--- src/rtl/dsp_rst_sequencer.sv ---
// DSP reset sequencer: power-on hold, boot grace, run, with watchdog-triggered
// re-resets, event counting and lockout after repeated events without a stable run window.
//
// state    | meaning
// ---------+-----------------------------------------------------------
// POR_HOLD | DSP held in reset for PorTime+1 cycles after reset/clear
// BOOT     | DSP released, watchdog ignored for BootGrace+1 cycles
// RUN      | normal operation, watchdog events counted
// WD_HOLD  | DSP re-reset for HoldTime+1 cycles after a watchdog event
// LOCKOUT  | DSP held in reset until the host pulses clr_fault
`timescale 1ns/1ps
module dsp_rst_sequencer #(
    parameter int unsigned PorTime    = 19999,
    parameter int unsigned BootGrace  = 199999,
    parameter int unsigned HoldTime   = 19999,
    parameter int unsigned StableTime = 1999999,
    parameter int unsigned MaxResets  = 3
) (
    input  logic       clk_20M,
    input  logic       reset_n,
    input  logic       WD_RST,
    input  logic       WD_DSP_ERR,
    input  logic       clr_fault,
    output logic       DSP_RST_n,
    output logic       dsp_run,
    output logic       fault_lock,
    output logic       err_seen,
    output logic [7:0] rst_total
);

    localparam logic [23:0] POR_T    = 24'(PorTime);
    localparam logic [23:0] BOOT_T   = 24'(BootGrace);
    localparam logic [23:0] HOLD_T   = 24'(HoldTime);
    localparam logic [23:0] STABLE_T = 24'(StableTime);
    localparam logic [4:0]  MAX_R    = 5'(MaxResets);

    typedef enum logic [2:0] {
        POR_HOLD = 3'd0,
        BOOT     = 3'd1,
        RUN      = 3'd2,
        WD_HOLD  = 3'd3,
        LOCKOUT  = 3'd4
    } state_t;

    state_t      state;
    state_t      state_nxt;
    logic [23:0] timer;
    logic [23:0] timer_nxt;
    logic [3:0]  consec;
    logic [3:0]  consec_nxt;
    logic [7:0]  rst_total_nxt;
    logic        err_seen_nxt;
    logic        wd_q;
    logic        wd_qq;
    logic        evt;

    // Rising edge of the synchronised request; a level held high gives one event.
    assign evt = wd_q & ~wd_qq;

    always_comb begin
        state_nxt     = state;
        consec_nxt    = consec;
        rst_total_nxt = rst_total;
        timer_nxt     = timer;
        err_seen_nxt  = err_seen;

        case (state)
            POR_HOLD: begin
                if (timer == POR_T) state_nxt = BOOT;
            end
            BOOT: begin
                if (timer == BOOT_T) state_nxt = RUN;
            end
            RUN: begin
                if (evt) begin
                    rst_total_nxt = (rst_total == 8'hFF) ? rst_total : rst_total + 8'd1;
                    consec_nxt    = (consec == 4'hF) ? consec : consec + 4'd1;
                    state_nxt     = (({1'b0, consec} + 5'd1) >= MAX_R) ? LOCKOUT : WD_HOLD;
                end else if (timer == STABLE_T) begin
                    consec_nxt = '0;
                end
            end
            WD_HOLD: begin
                if (timer == HOLD_T) state_nxt = BOOT;
            end
            LOCKOUT: begin
                if (clr_fault) begin
                    state_nxt  = POR_HOLD;
                    consec_nxt = '0;
                end
            end
            default: state_nxt = POR_HOLD;
        endcase

        // Timer restarts on every transition; it rests at StableTime in RUN and idles in LOCKOUT.
        if (state_nxt != state) begin
            timer_nxt = '0;
        end else if (state == LOCKOUT) begin
            timer_nxt = timer;
        end else if ((state == RUN) && (timer == STABLE_T)) begin
            timer_nxt = timer;
        end else begin
            timer_nxt = timer + 24'd1;
        end

        if ((state == RUN) && WD_DSP_ERR) begin
            err_seen_nxt = 1'b1;
        end else if (clr_fault) begin
            err_seen_nxt = 1'b0;
        end
    end

    always_ff @(posedge clk_20M or negedge reset_n) begin
        if (!reset_n) begin
            state      <= POR_HOLD;
            timer      <= '0;
            consec     <= '0;
            wd_q       <= 1'b0;
            wd_qq      <= 1'b0;
            DSP_RST_n  <= 1'b0;
            dsp_run    <= 1'b0;
            fault_lock <= 1'b0;
            err_seen   <= 1'b0;
            rst_total  <= '0;
        end else begin
            state      <= state_nxt;
            timer      <= timer_nxt;
            consec     <= consec_nxt;
            wd_q       <= WD_RST;
            wd_qq      <= wd_q;
            DSP_RST_n  <= (state_nxt == BOOT) || (state_nxt == RUN);
            dsp_run    <= (state_nxt == RUN);
            fault_lock <= (state_nxt == LOCKOUT);
            err_seen   <= err_seen_nxt;
            rst_total  <= rst_total_nxt;
        end
    end

endmodule

--- config.mk ---
export PLATFORM = sky130hd
export DESIGN_NAME = dsp_rst_sequencer
export DESIGN_NICKNAME = d
export VERILOG_FILES = /design/src/rtl/dsp_rst_sequencer.sv
export SDC_FILE = /design/constraint.sdc
export NUM_CORES = 1
export LEC_CHECK = 0
export CAP_MARGIN = 5
export CORE_UTILIZATION = 40
export CTS_BUF_LIST = sky130_fd_sc_hd__clkbuf_8
export CTS_CLUSTER_DIAMETER = 150
export CTS_CLUSTER_SIZE = 20
export DETAILED_ROUTE_END_ITERATION = 7
export PLACE_DENSITY_LB_ADDON = 0.05
export RECOVER_POWER = 50
export SLEW_MARGIN = 20
export SYNTH_ARGS = -nofsm -noshare
export SYNTH_HDL_FRONTEND = slang
export SYNTH_SLANG_ARGS = --single-unit
--- constraint.sdc ---
create_clock -name clk_20M -period 2.25 [get_ports clk_20M]
set_input_delay 0.5625 -clock clk_20M [delete_from_list [all_inputs] [get_ports clk_20M]]
set_output_delay 0.5625 -clock clk_20M [all_outputs]
set_load 0.01 [all_outputs]
Word level (Yosys, flattened, before mapping). Cells that the tools add are included.

Add/sub/neg operators: 4. Reductions and logical operators: 10. Eq/ne operators: 18. Magnitude comparators: 1. Bitwise operators: 3. Multiplexer cells: 16.

Operator list (count): $mux 24 (3); $add 24x1->24 const B (1); $eq 24x15->1 const B (1); $eq 24x18->1 const B (1); $eq 24x21->1 const B (1); $mux 4 (4); $mux 3 (5); $pmux 3 s4 (1); $eq 3x2->1 const B (3); $add 8x1->8 const B (1); $eq 8x8->1 const B (1); $pmux 4 s2 (1); $eq 3x1->1 const B (2); $eq 3x3->1 const B (2); $ne 2x2->1 const B (3); $ne 3x3->1 const B (2); $add 4x1->5 const B (1); $ge 5x2->1 const B (1); $add 4x1->4 const B (1); $eq 4x4->1 const B (1); $reduce_and 4->1 (1); $reduce_bool 2->1 (2); $logic_not 3->1 (1); $ne 3x3->1 (1); 8 further kinds (11).

Bits in registers: 45. Bits of input ports: 5. Word-level logic and storage cells: 62. Output and inout port bits: 12.

Logic depth before layout (Yosys ltp). Gate-level depths: netlist (run 1).

Depth in word-level cells: 8. Depth in mapped cells: 9. Depth with buffers taken out: 8.

Worst setup path after synthesis (run 1). OpenSTA, ideal clock, no wires.

Path type: register to register. Start point: register timer[0]. End point: register dsp_run. Slack: 112 ps. Setup time: 119 ps. Stages on the path, launching flop included: 9. Data required time: 2131 ps. Arrival time: 2019 ps. Path buffers: 1. Cells stage by stage: dfrtp_1 -> ha_1 -> and4_1 -> buf_6 -> nand4_4 -> or3_4 -> mux2_2 -> mux2_2 -> and2_1.

Word-level cells in the longest chain between the ends: 4. Elaborated cells between the ends (all ways): 6. Classes of those cells: 3 x eq/ne; 3 x mux.

RTL lines: start: declaration (RTL line 47) `logic [23:0] timer;`; start signal: assignment (RTL line 127) `timer <= timer_nxt;`; $eq 24x15->1 / $eq 24x18->1 (equally long branches) (RTL line 69, 84, 72); $mux 3, on equally long branches (RTL line 69, 84, 72); $pmux 3 s4 * (RTL line 67) `case (state)`; $eq 3x2->1 * (RTL line 132) `dsp_run <= (state_nxt == RUN);`; end signal: assignment (RTL line 132); end: declaration (RTL line 25) `output logic dsp_run,`.

Every way passes the cells marked *; elsewhere a longest branch is shown, timed or not. A chain may end at the register's enable or synchronous reset.

Final worst setup path (run 1).
Start point: register timer[7]. End point: register dsp_run.

Same word-level chain as after synthesis.

==> results of run 1 <==
area by class of cell:
type / instances / share of cell area (%)
clock buffer: 5 / 2.44
multi-input combinational: 185 / 43.0
tap: 72 / 3.19
inverter: 4 / 0.532
timing repair buffer: 32 / 10.1
clock inverter: 3 / 0.887
sequential: 45 / 39.9
layout by cell type (no fill, tap or decap), types with 2 or more instances in the layout:
cell type / instances
or4_1: 2
o21ai_0: 5
clkdlybuf4s50_1: 14
and3_1: 7
nor3b_1: 2
o211ai_1: 2
nor3_1: 4
mux2_2: 3
nor4_1: 2
o31ai_1: 3
nand4_1: 12
inv_1: 4
nand2_1: 24
buf_4: 14
ha_1: 4
nand3b_1: 3
o22ai_1: 2
nor2b_1: 2
xnor2_1: 12
nor2_1: 39
nand2b_1: 4
nand3_1: 9
clkbuf_8: 5
and4_1: 2
xor2_1: 18
a21oi_1: 3
dfrtp_1: 45
through the flow:
stage	hold WS, ps	instance area [um^2]
finish	406	2820
global route	429	2820
CTS	237	2830
detailed placement	397	2740
global placement	387	2740
floorplan	267	2400
kinds of logic after synthesis:
| kind of cell | Yosys count | share of synthesized area [%] |
|---|---|---|
| XOR/XNOR | 30 | 10.9 |
| AO/OA/AOI/OAI | 26 | 8.07 |
| multiplexers | 4 | 1.82 |
| flip-flops | 45 | 46.9 |
| adder cells (fa/ha/maj) | 4 | 2.08 |
| AND/OR/NAND/NOR | 121 | 27.4 |
| buffers and inverters | 12 | 2.86 |
power groups by stage:
| stage | sequential (mW) | combinational [mW] | clock (mW) |
|---|---|---|---|
| after detailed placement | 0.966 | 0.227 | 0 |
| after floorplan | 0.954 | 0.146 | 0 |
| after CTS | 0.952 | 0.226 | 0.553 |
| final | 0.951 | 0.217 | 0.529 |
| after global placement | 0.969 | 0.218 | 0 |
| after global routing | 0.966 | 0.249 | 0.588 |
what timing repair did:
item | in CTS | in global routing
endpoints found under the setup margin | 0 | 7
setup buffers | 0 | 0
resized for setup | 0 | 1
path summary, 6_finish.rpt:
kind / from / endpoint / slack, ps / cells after the start
worst min-delay path: wd_q / wd_qq / 410 / 0
worst max register to register: timer[7] / dsp_run / 90 / 6
worst max-delay path: timer[7] / dsp_run / 90 / 6
worst min register to register: wd_q / wd_qq / 410 / 0
min in group asynchronous: reset_n / consec[2] / 470 / 1
max in group asynchronous: reset_n / timer[21] / 580 / 2
flip-flops by register name, summed over array words and instances (netlist names):
register and flops:
wd_qq 1, wd_q 1, dsp_run 1, err_seen 1, consec 4, timer 24
rst_total 8, fault_lock 1, DSP_RST_n 1, state 3
metal layers:
layer	global-route usage, %	up-vias	wire length, um
met5	0	-	0
met4	7.64	0	84
met1	23.5	849	2470
met3	3.89	5	144
met2	26.0	23	2090
li1	-	909	-
==> out/qor.txt, run 1 <==
Synth Warn #: 0
Mapped Cells: 242
Die Footprint: 0.00632 mm^2
Int Pwr: 1.20 mW
crit path buf inv count: 0
WP data required: 2460 ps
Clk Latency, worst-skew pair: 310 ps
max_slew headroom: 21.9%
Nets: 282
power share of the clock group: 31.2%
Slew Limit Fails: 0
Cell Count, Final, Fillers Out: 346
Worst Tran Pin Value: 1170 ps
vias per inst: 5.16
Sw Share: 29.0%
skew final: 9.35 ps
WL/cell: 13.8 um
PD cells: 601 mW/mm^2
setup violators final: 0
post-synthesis async set-or-reset flop share: 100%
Combinational Power Share: 12.8%
DRT iter0 DRCs: 94
Mean Syn Cell Area: 9.93 um^2
Crit Path Class: flip-flop to flip-flop
Highest Clock Rate: 0.462 GHz
WL final: 4.79 mm
Initial DRT Pass Iterations: 4
# DRC: 0
fin crit share: 96.2%
core region area: 0.00564 mm^2
Synth Register Bits: 45
final number of hold-violating endpoints: 0
switching power: 491 uW
first-pass GRT wire length: 8.19 mm
Synth cell types: 50
CTS Sinks: 45
gpl congestion: 0.739
final core utilization: 50.0%
Seq/Total Area, Yosys: 46.9%
endpoint class of the critical path: flip-flop
Root Buffer Master: clkbuf_8
Inst Count DP: 338
Synth area leader: dfrtp_1
vias: 1,786
CP delay by family, top: simple AND/OR/NAND/NOR gates
H-tree Lvls: 2
Crit-path slowest cell: dfrtp_1
Synth area leaders: dfrtp_1 47%, xor2_1 6.6%, nor2_1 6.1%
mapped cell area: 0.00240 mm^2
Hold Crit Class: flip-flop to flip-flop
Post-synth EDFFs: 0
largest net degree at the start of global routing: 25
antenna viol nets, final: 0
fill cell count: 519
initial antenna violation count: 0
vias in the first global route: 1,691
CTS tree: done
CP max stage delay: 440 ps
WP data arrival: 2370 ps
top-count cell post-synth: dfrtp_1
gr ovfl total: 0
Post-synth top cells: 45 x dfrtp_1, 39 x nor2_1, 24 x nand2_1, 18 x xor2_1
clk buf depth: 2
Seq pwr share: 56.1%
crit-path max FO: 4
Hold Buf Count CTS: 0
startpoint class of the critical path: flip-flop
cells along the critical path: nor4_4 > nand4_4 > or3_4 > mux2_2 > mux2_2 > and2_1
IO buf count: 16
total of max-cap violations: 0
share of cells above drive strength 1: 13.1%
FF/Latch Area: 0.00113 mm^2
die width: 79.5 um
Primary FF master, synth: dfrtp_1
outcome: completed
CTS buffer count: 5
Ant. Diodes: 0
Crit path top cell by count: mux2_2
row count: 27
pre-CTS setup slack: 82.4 ps
combined area of the multi-input logic cells: 0.00121 mm^2
I/O pin cnt: 17
initial cell density of the core: 42.6%
Die H: 79.5 um
RSZ-0062 raised after global routing: false
post-route setup slack: 86.0 ps
global router's overall resource usage: 17.3%
syn_nets: 251
CTS clk-pin slew, worst paths: 100 ps
Peak VDD IR: 0.431 mV
Lkg Pwr: 1.22 nW
top cell type's share of synthesized area: 46.9%
final setup TNS: 0 ps
Overall Power: 1.70 mW
Area growth syn-to-layout: 17.4%
DP Wirelength: 3.50 mm
post-layout min period: 2160 ps
No activity file was read; power rests on OpenSTA's default activity.
==> run 2: changes to the inputs <==
--- a/config.mk
+++ b/config.mk
@@ -6,7 +6,7 @@
 export NUM_CORES = 1
 export LEC_CHECK = 0
 export CAP_MARGIN = 5
-export CORE_UTILIZATION = 40
+export CORE_UTILIZATION = 35
 export CTS_BUF_LIST = sky130_fd_sc_hd__clkbuf_8
 export CTS_CLUSTER_DIAMETER = 150
 export CTS_CLUSTER_SIZE = 20
==> run 2 against run 1 <==
Effect of this change:
- the run now ends with design-rule violations left
- final area is 1.2% higher
- die area up 14%
- first-iteration DRC count down 28%
- count of clock-buffer cells in the layout rose by 1
- maximum frequency increased by 0.81%
- power increased by 1.1%
- critical path type unchanged
- largest power group unchanged
- highest routed layer unchanged
==> out/qor.txt, run 2 (synthesis gave the netlist of run 1 again) <==
Root Buffer Master: clkbuf_8
I/O pin cnt: 17 (unchanged)
Crit-path slowest cell: dfrtp_1
final setup TNS: 0 ps (unchanged)
R2R Path End: dsp_run
global router's overall resource usage: 15.3% (-1.9 points)
core region area: 0.00649 mm^2 (+15%)
met2 wire len: 2.27 mm (+8.3%)
leading cell type in the layout, fill and taps excluded: dfrtp_1
clk buf depth: 2 (unchanged)
first-pass GRT wire length: 8.56 mm (+4.5%)
fin crit share: 95.4% (-0.77 points)
Ant. Diodes: 0 (unchanged)
CTS buffer count: 5 (unchanged)
Slew Limit Fails: 0 (unchanged)
CTS clk-pin slew, worst paths: 90 ps (about the same)
commonest non-fill, non-tap cells in the layout: 45 x dfrtp_1, 39 x nor2_1, 24 x nand2_1
Cell Count, Final, Fillers Out: 352 (+1.7%)
Inst Count DP: 344 (+1.8%)
max FFs per register: 24 (unchanged)
initial antenna violation count: 0 (unchanged)
vias per inst: 5.14 (-0.49%)
Hold Crit Class: flip-flop to flip-flop
total of max-cap violations: 0 (unchanged)
CTS tree: done
Regs by FF count: timer x24, rst_total x8, consec x4
most flop-heavy register: timer
Clk Latency, worst-skew pair: 300 ps (about the same)
max_slew headroom: 23.6% (+1.7 points)
# DRC: 3 (+3)
startpoint class of the critical path: flip-flop
initial cell density of the core: 37.0% (-5.6 points)
final hold slack: 399 ps (-6.44 ps)
Peak VDD IR: 0.316 mV (-27%)
DRT iter0 DRCs: 68 (-28%)
Overall Power: 1.71 mW (+1.1%)
die width: 84.9 um (+6.7%)
WP data arrival: 2350 ps (-20 ps)
vias in the first global route: 1,765 (+4.4%)
antenna viol nets, final: 0 (unchanged)
top routing layer in use: met4
Crit path top cell by count: mux2_2
WL/cell: 14.2 um (+2.5%)
setup violators final: 0 (unchanged)
IO buf count: 16 (unchanged)
crit path launch: timer[7]
CTS Sinks: 45 (unchanged)
met3 WL: 125 um (-13%)
CP delay by family, top: simple AND/OR/NAND/NOR gates
Nets: 283 (+0.35%)
CP max stage delay: 430 ps (about the same)
cells along the critical path: nor4_4 > nand4_4 > or3_4 > mux2_2 > mux2_2 > and2_1
Reg2Reg Depth: 6 (unchanged)
met1 WL: 2.51 mm (+1.9%)
RSZ-0062 raised after global routing: false
row count: 29 (+7.4%)
skew final: 5.37 ps (-3.98 ps)
Critical Path Sink: dsp_run
gr ovfl total: 0 (unchanged)
WP data required: 2450 ps (about the same)
H-tree Lvls: 2 (unchanged)
gpl congestion: 0.787 (+6.5%)
PD cells: 601 mW/mm^2 (about the same)
Hold Buf Count CTS: 0 (unchanged)
crit path buf inv count: 0 (unchanged)
vias: 1,808 (+1.2%)
Worst Tran Pin Value: 1150 ps (-25.8 ps)
Reg2Reg Launch Point: timer[7]
Area growth syn-to-layout: 18.7%
instance count on the critical path: 6 (unchanged)
placed cell area: 0.00274 mm^2 (about the same)
Design Area, Final: 0.00285 mm^2 (+1.2%)
failing checks: design-rule violations
outcome: finished, violations left
Die Footprint: 0.00720 mm^2 (+14%)
Lkg Pwr: 1.24 nW (+1.6%)
largest net degree at the start of global routing: 46 (+84%)
final number of hold-violating endpoints: 0 (unchanged)
post-layout min period: 2150 ps (-17.3 ps)
endpoint class of the critical path: flip-flop
Initial DRT Pass Iterations: 7 (+3)
R2R setup slack: 100 ps (+20 ps)
share of cells above drive strength 1: 14.5% (+1.4 points)
Highest Clock Rate: 0.466 GHz (+0.81%)
WL final: 4.99 mm (+4.3%)
DP Wirelength: 3.44 mm (-1.5%)
Crit Path Class: flip-flop to flip-flop
Die H: 84.9 um (+6.7%)
crit-path max FO: 4 (unchanged)
-- run 2: power by group --
part / leakage (nW) / switching [mW] / internal, mW
sequential: 0.610 / 0.0809 / 0.875
combinational: 0.581 / 0.115 / 0.109
clock: 0.0512 / 0.285 / 0.249
-- run 2: worst min-delay path by stage --
stage	startpoint	to	cells past startpoint
final	wd_q	wd_qq	0
after floorplan	reset_n	DSP_RST_n	0
after CTS	reset_n	state[1]	2
after detailed placement	wd_q	wd_qq	0
after global placement	wd_q	wd_qq	0
after global routing	wd_q	wd_qq	0
-- run 2: metrics by stage --
stage	worst slack, ps	utilization [%]
after floorplan	112	-
after global placement	107	42.2
after detailed placement	85.0	42.2
after CTS	74.4	43.7
after global routing	2.73	43.9
final	103	43.9
-- run 2: cell type report --
type,instances,area (um^2)
clock buffer,6,82.6
clock inverter,2,13.8
fill,624,3640
timing repair buffer,33,293
inverter,4,15.0
sequential,45,1130
tap,77,96.3
multi-input combinational,185,1230
-- run 2: timing repair --
item,4_1_cts,5_1_grt
buffers inserted,0,0
setup endpoints to repair,0,7
gates resized for setup,0,4
-- run 2: metal layers --
layer | GRT usage, % | vias up
li1 | - | 912
met1 | 19.5 | 869
met2 | 25.6 | 21
met3 | 3.11 | 6
met4 | 6.16 | 0
met5 | 0 | -
-- run 2: worst reg2reg max path: stages (launching register included) --
cell and delay [ps]:
dfrtp_1 430, nor4_4 370, nand4_4 150, or3_4 430
mux2_2 260, mux2_2 260, and2_1 130
